### config.mk
export PLATFORM = sky130hd
export DESIGN_NAME = heater_power_scheduler_flat
export DESIGN_NICKNAME = d
export VERILOG_FILES = /design/src/rtl/heater_power_scheduler_if.sv /design/src/rtl/heater_power_scheduler.sv /design/src/flat_wrapper.sv
export SDC_FILE = /design/constraint.sdc
export NUM_CORES = 1
export LEC_CHECK = 0
export CORE_MARGIN = 2
export CORE_UTILIZATION = 57
export CTS_CLUSTER_DIAMETER = 50
export CTS_CLUSTER_SIZE = 30
export DETAILED_ROUTE_END_ITERATION = 16
export DONT_BUFFER_PORTS = 1
export PLACE_DENSITY = 0.74
export SETUP_SLACK_MARGIN = 0.4
export SKIP_CTS_REPAIR_TIMING = 1
export SLEW_MARGIN = 20
export SYNTH_ARGS = -nofsm -noshare
export SYNTH_HDL_FRONTEND = slang
export SYNTH_SLANG_ARGS = --single-unit
export TNS_END_PERCENT = 20
### constraint.sdc
create_clock -name clk -period 2.4 [get_ports clk]
set_clock_uncertainty 0.2 [all_clocks]
set_input_delay 0.48 -clock clk [delete_from_list [all_inputs] [get_ports clk]]
set_output_delay 0.48 -clock clk [all_outputs]
set_load 0.005 [all_outputs]
### src/rtl/heater_power_scheduler_if.sv
// Signal bundle between the heater demand sources and the power scheduler.
// The master drives demand/enable/clear; the scheduler (slave) returns gate drive and status.
interface heater_power_scheduler_if #(
  parameter int unsigned N_HEATERS = 2
);
  logic [N_HEATERS-1:0] req;
  logic [N_HEATERS-1:0] chan_en;
  logic [N_HEATERS-1:0] fault_clear;
  logic [N_HEATERS-1:0] heater_out;
  logic [N_HEATERS-1:0] fault;
  logic                 slot_strobe;
  logic [3:0]           active_count;

  modport master (
    output req, chan_en, fault_clear,
    input  heater_out, fault, slot_strobe, active_count
  );

  modport slave (
    input  req, chan_en, fault_clear,
    output heater_out, fault, slot_strobe, active_count
  );
endinterface

### src/rtl/heater_power_scheduler.sv
// Time-sliced heater supply sharing: grants at most MAX_ON channels per slot in
// round-robin order, with a per-channel runaway watchdog and sticky fault.
module heater_power_scheduler #(
  parameter int unsigned N_HEATERS    = 2,
  parameter int unsigned MAX_ON       = 1,
  parameter int unsigned SLOT_CYCLES  = 50000,
  parameter int unsigned MAX_SLOTS_ON = 60000,
  parameter int unsigned SLOT_W       = 16,
  parameter int unsigned WD_W         = 16
) (
  input  logic                   clk,
  input  logic                   reset,
  heater_power_scheduler_if.slave bus
);
  localparam int unsigned RR_W = (N_HEATERS > 1) ? $clog2(N_HEATERS) : 1;
  localparam logic [SLOT_W-1:0] SLOT_LAST = SLOT_W'(SLOT_CYCLES - 1);
  localparam logic [WD_W-1:0]   WD_MAX    = WD_W'(MAX_SLOTS_ON);
  localparam logic [WD_W-1:0]   WD_TRIP   = WD_W'(MAX_SLOTS_ON - 1);

  logic [SLOT_W-1:0]    slot_cnt;
  logic                 boundary;
  logic [RR_W-1:0]      rr;
  logic [RR_W-1:0]      rr_next;
  logic [RR_W-1:0]      scan_idx;
  int unsigned          scan_cnt;
  logic [N_HEATERS-1:0] heater_q;
  logic [N_HEATERS-1:0] fault_q;
  logic [N_HEATERS-1:0] elig;
  logic [N_HEATERS-1:0] trip;
  logic [N_HEATERS-1:0] grant;
  logic [N_HEATERS-1:0] drive_next;
  logic [N_HEATERS-1:0] fault_next;
  logic [WD_W-1:0]      wd      [N_HEATERS];
  logic [WD_W-1:0]      wd_next [N_HEATERS];
  logic                 strobe_q;
  logic [3:0]           count_q;
  logic [3:0]           count_next;

  assign boundary = (slot_cnt == SLOT_LAST);
  assign elig     = bus.req & bus.chan_en & ~fault_q;

  // heater_q can only rise at a boundary, so being set in the last cycle of a
  // slot means it was on for the whole slot.
  always_comb begin
    trip = '0;
    for (int unsigned i = 0; i < N_HEATERS; i++) begin
      wd_next[i] = wd[i];
      if (boundary) begin
        if (heater_q[i]) begin
          if (wd[i] != WD_MAX) wd_next[i] = wd[i] + WD_W'(1);
          if (wd[i] >= WD_TRIP) trip[i] = 1'b1;
        end else begin
          wd_next[i] = '0;
        end
      end
      if (bus.fault_clear[i] && !trip[i]) wd_next[i] = '0;
    end
  end

  assign fault_next = (fault_q & ~bus.fault_clear) | trip;

  always_comb begin
    grant    = '0;
    rr_next  = rr;
    scan_cnt = 0;
    scan_idx = '0;
    for (int unsigned k = 0; k < N_HEATERS; k++) begin
      scan_idx = RR_W'((32'(rr) + k) % N_HEATERS);
      if (elig[scan_idx] && !trip[scan_idx] && (scan_cnt < MAX_ON)) begin
        grant[scan_idx] = 1'b1;
        scan_cnt        = scan_cnt + 1;
        rr_next         = (32'(scan_idx) == N_HEATERS - 1) ? '0 : scan_idx + RR_W'(1);
      end
    end
  end

  assign drive_next = boundary ? grant : (heater_q & elig);

  always_comb begin
    count_next = '0;
    for (int unsigned i = 0; i < N_HEATERS; i++) begin
      count_next = count_next + 4'(drive_next[i]);
    end
  end

  always_ff @(posedge clk or negedge reset) begin
    if (!reset) begin
      slot_cnt <= '0;
      rr       <= '0;
      heater_q <= '0;
      fault_q  <= '0;
      strobe_q <= 1'b0;
      count_q  <= '0;
      for (int unsigned i = 0; i < N_HEATERS; i++) wd[i] <= '0;
    end else begin
      slot_cnt <= boundary ? '0 : slot_cnt + SLOT_W'(1);
      if (boundary) rr <= rr_next;
      heater_q <= drive_next;
      fault_q  <= fault_next;
      strobe_q <= boundary;
      count_q  <= count_next;
      for (int unsigned i = 0; i < N_HEATERS; i++) wd[i] <= wd_next[i];
    end
  end

  assign bus.heater_out   = heater_q;
  assign bus.fault        = fault_q;
  assign bus.slot_strobe  = strobe_q;
  assign bus.active_count = count_q;
endmodule
### src/flat_wrapper.sv
// flat-port wrapper written by rule: the top's interface ports become plain ports
module heater_power_scheduler_flat 
#(
  parameter int unsigned N_HEATERS    = 2,
  parameter int unsigned MAX_ON       = 1,
  parameter int unsigned SLOT_CYCLES  = 50000,
  parameter int unsigned MAX_SLOTS_ON = 60000,
  parameter int unsigned SLOT_W       = 16,
  parameter int unsigned WD_W         = 16
)
  (clk, reset, bus_req, bus_chan_en, bus_fault_clear, bus_heater_out, bus_fault, bus_slot_strobe, bus_active_count);
  heater_power_scheduler_if #(.N_HEATERS(N_HEATERS)) bus_i ();
  input  logic clk;
  input  logic reset;
  input wire logic [$bits(bus_i.req)-1:0] bus_req;
  input wire logic [$bits(bus_i.chan_en)-1:0] bus_chan_en;
  input wire logic [$bits(bus_i.fault_clear)-1:0] bus_fault_clear;
  output wire logic [$bits(bus_i.heater_out)-1:0] bus_heater_out;
  output wire logic [$bits(bus_i.fault)-1:0] bus_fault;
  output wire logic [$bits(bus_i.slot_strobe)-1:0] bus_slot_strobe;
  output wire logic [$bits(bus_i.active_count)-1:0] bus_active_count;
  assign bus_i.req = bus_req;
  assign bus_i.chan_en = bus_chan_en;
  assign bus_i.fault_clear = bus_fault_clear;
  assign bus_heater_out = bus_i.heater_out;
  assign bus_fault = bus_i.fault;
  assign bus_slot_strobe = bus_i.slot_strobe;
  assign bus_active_count = bus_i.active_count;
  heater_power_scheduler #(.N_HEATERS(N_HEATERS), .MAX_ON(MAX_ON), .SLOT_CYCLES(SLOT_CYCLES), .MAX_SLOTS_ON(MAX_SLOTS_ON), .SLOT_W(SLOT_W), .WD_W(WD_W)) u_core (.clk(clk), .reset(reset), .bus(bus_i));
endmodule
==> metrics <==
status=finished with violations; violated checks=negative setup slack; mapped cell area=just over 3000 um2; router iterations before antenna repair=5; # DRC=0; RSZ-0062 raised after global routing=yes; drt total wl=between 7 and 8 mm; first-pass GRT wire length=roughly 12 mm; maximum vdd ir drop=267 uV; Overflow after GRT=0; Port Buffers=0; Synth area leader=dfrtp_1; area delta synth->final=22.4%; met1 wire length=approximately 3.3 mm; # clock sinks=56; initial antenna violation count=0; Antenna Cells=0; clock transition at the registers of the reported paths=approximately 0.10 ns; # rows=26; setup ws final=-0.0595 ns; Clock Tree Buf Depth=2; I/O Pins=17; DR vias=approximately 2800; WL per Instance=approximately 17 um; First DRT Iteration DRCs=~210; top post-synthesis cells by count=56 x dfrtp_1, 31 x nand2_1, 23 x nand3_1; vias in the first global route=between 2000 and 3000; fmax=roughly 410 MHz; die width=77.7 um; Initial Util=59.8%; Worst-Margin Slew=0.562 ns; Crit Reg-Reg Endpoint=u_core.wd[31]$_DFFE_PN0P_; CP Capture Type=flip-flop; highest routed layer=met4; Startpoint Class=flip-flop; Global Route Usage Sum=between 20% and 30%; Die Y=just under 80 um; Synth cell types=61; final worst path period share=102%; H-tree levels=2; fraction of layout instances using a drive strength above 1=23.8%; top cell type's share of synthesized area=45.3%; R2R cell count=5; dpl cell area=~3500 um2; TritonCTS Buffers=5; Worst Path Max Fanout=3; leakage=1.63 nW; Mean Syn Cell Area=roughly 9.5 um2; reg2reg setup slack=-0.06 ns; Slew Viols, Final=0; number of flops mapped to enable cells by yosys=0; Critical R2R Launch=u_core.wd[28]$_DFFE_PN0P_; setup violators final=3; CP required=~2.4 ns; Final Critical Period=around 2.5 ns; Met3 Routed Length=327 um; CP arrival=between 2 and 2.5 ns; YS warnings=0; Vias/cell=6.34; Final ANT Viol Nets=0; core footprint=around 5200 um2; clock latency on the worst-skew pair=between 0.3 and 0.4 ns; root buf cell=clkbuf_8; Met2 Routed Length=between 3 and 4 mm; cell count after synthesis=between 300 and 400; post-synthesis async set-or-reset flop share=100%; largest net degree at the start of global routing=57; # fillers=between 300 and 400; Post-DP HPWL=5.03 mm; final instance area=approximately 3800 um2; CTS tree=built; Setup CP Type=flip-flop to flip-flop; hold_sp=bus_fault_clear[0]; Slew headroom=about 62%; top post-synthesis cells by area=dfrtp_1 45%, a31oi_1 4.0%, nand2_1 3.8%; setup TNS=-0.130 ns; top-count cell post-synth=dfrtp_1; Power per Cell Area=between 400 and 500 nW/um2; top_reg_cell synth=dfrtp_1; Hold Path Stages=2; fin nets=387; DIE AREA=6030 um2; Hold EP=u_core.bus.fault[0]$_DFF_PN0_; Yosys reg bits=56; sequential fraction of the synthesis area=a little under half; Max Cap Violations=0; Tightest Hold Check Type=primary input to flip-flop; Final Hold Fails=0; gpl congestion=a little over 0.8
## per-stage QoR
step | utilization, % | power [mW] | worst slack (ns) | hold slack [ns] | cells
2_1_floorplan | - | 0.991 | -0.0605 | -0.0156 | 328
3_3_place_gp | 67.1 | 0.998 | -0.0141 | -0.0145 | 426
3_5_place_dp | 67.1 | 0.999 | -0.0435 | -0.0145 | 426
4_1_cts | 68.9 | 1.53 | -0.0524 | -0.366 | 434
5_1_grt | 73.2 | 1.60 | -0.133 | 0.154 | 444
6_report | 73.2 | 1.56 | -0.0595 | 0.147 | 444
## layer usage
layer,GRT usage (%),vias to the layer above
met3,3.95,14
met4,7.32,0
met1,32.9,1387
met5,0,-
li1,-,1327
met2,42.6,87
## flip-flops by register name (all words and copies together) (netlist names)
name and cells:
u_core.wd 32, u_core.slot_cnt 16, u_core.bus.active_count 2, u_core.bus.fault 2, u_core.bus.heater_out 2, u_core.bus.slot_strobe 1, u_core.rr 1
## how the worst max path moves through the flow
stage,start,to,depth (start not counted)
2_1_floorplan,u_core.wd[18]$_DFFE_PN0P_,u_core.wd[22]$_DFFE_PN0P_,5
3_3_place_gp,u_core.wd[20]$_DFFE_PN0P_,u_core.wd[31]$_DFFE_PN0P_,5
3_5_place_dp,u_core.wd[20]$_DFFE_PN0P_,u_core.wd[22]$_DFFE_PN0P_,5
4_1_cts,u_core.wd[20]$_DFFE_PN0P_,u_core.wd[31]$_DFFE_PN0P_,5
5_1_grt,u_core.wd[0]$_DFFE_PN0P_,u_core.bus.active_count[0]$_DFF_PN0_,7
6_report,u_core.wd[28]$_DFFE_PN0P_,u_core.wd[31]$_DFFE_PN0P_,5
## cell families (layout without fill, tap and decap cells)
family / after synthesis / in the layout / share of synthesized area, %
buffers and inverters: 25 / 68 / 3.44
adders and majority gates: 6 / 6 / 2.43
xor gates and xnor gates: 13 / 13 / 3.68
and+or+nand+nor: 139 / 139 / 25.1
muxes: 2 / 5 / 0.809
DFF: 56 / 56 / 45.3
other: 1 / 2 / 0.121
AOI/OAI and AO/OA: 85 / 85 / 19.1
## layout by cell type, fill, tap and decap left out, drive strengths merged, types with 8 or more instances in the layout
| cell type | count |
|---|---|
| nand3 | 23 |
| o31ai | 8 |
| and3 | 12 |
| nand2 | 31 |
| buf | 45 |
| nor2 | 20 |
| o211ai | 11 |
| inv | 14 |
| or4 | 9 |
| o21ai | 11 |
| dfrtp | 56 |
| a31oi | 20 |
| a21oi | 12 |
## power breakdown
part	internal (mW)	leakage (nW)	switching, mW	total (mW)
sequential	0.944	0.767	0.000848	0.945
clock	0.208	0.0404	0.332	0.540
combinational	0.0231	0.822	0.0487	0.0718
## critical path, cell delays in order (launching register included)
cell and delay (ns):
dfrtp_1 0.39, or4_4 0.54, or4_4 0.54, o211a_4 0.25, and2_4 0.14, a221o_1 0.29
## cell type report
| cell class | instances | area (um2) | area share [%] |
|---|---|---|---|
| clock buffers | 5 | 68.8 | 1.82 |
| clock inverters | 3 | 23.8 | 0.628 |
| inverters | 14 | 55.1 | 1.45 |
| multi-input cells | 250 | 1780 | 46.9 |
| flip-flops and latches | 56 | 1400 | 37.0 |
| well taps | 70 | 87.6 | 2.31 |
| repair buffers | 46 | 372 | 9.82 |
Power figures use the tool's default switching activity.
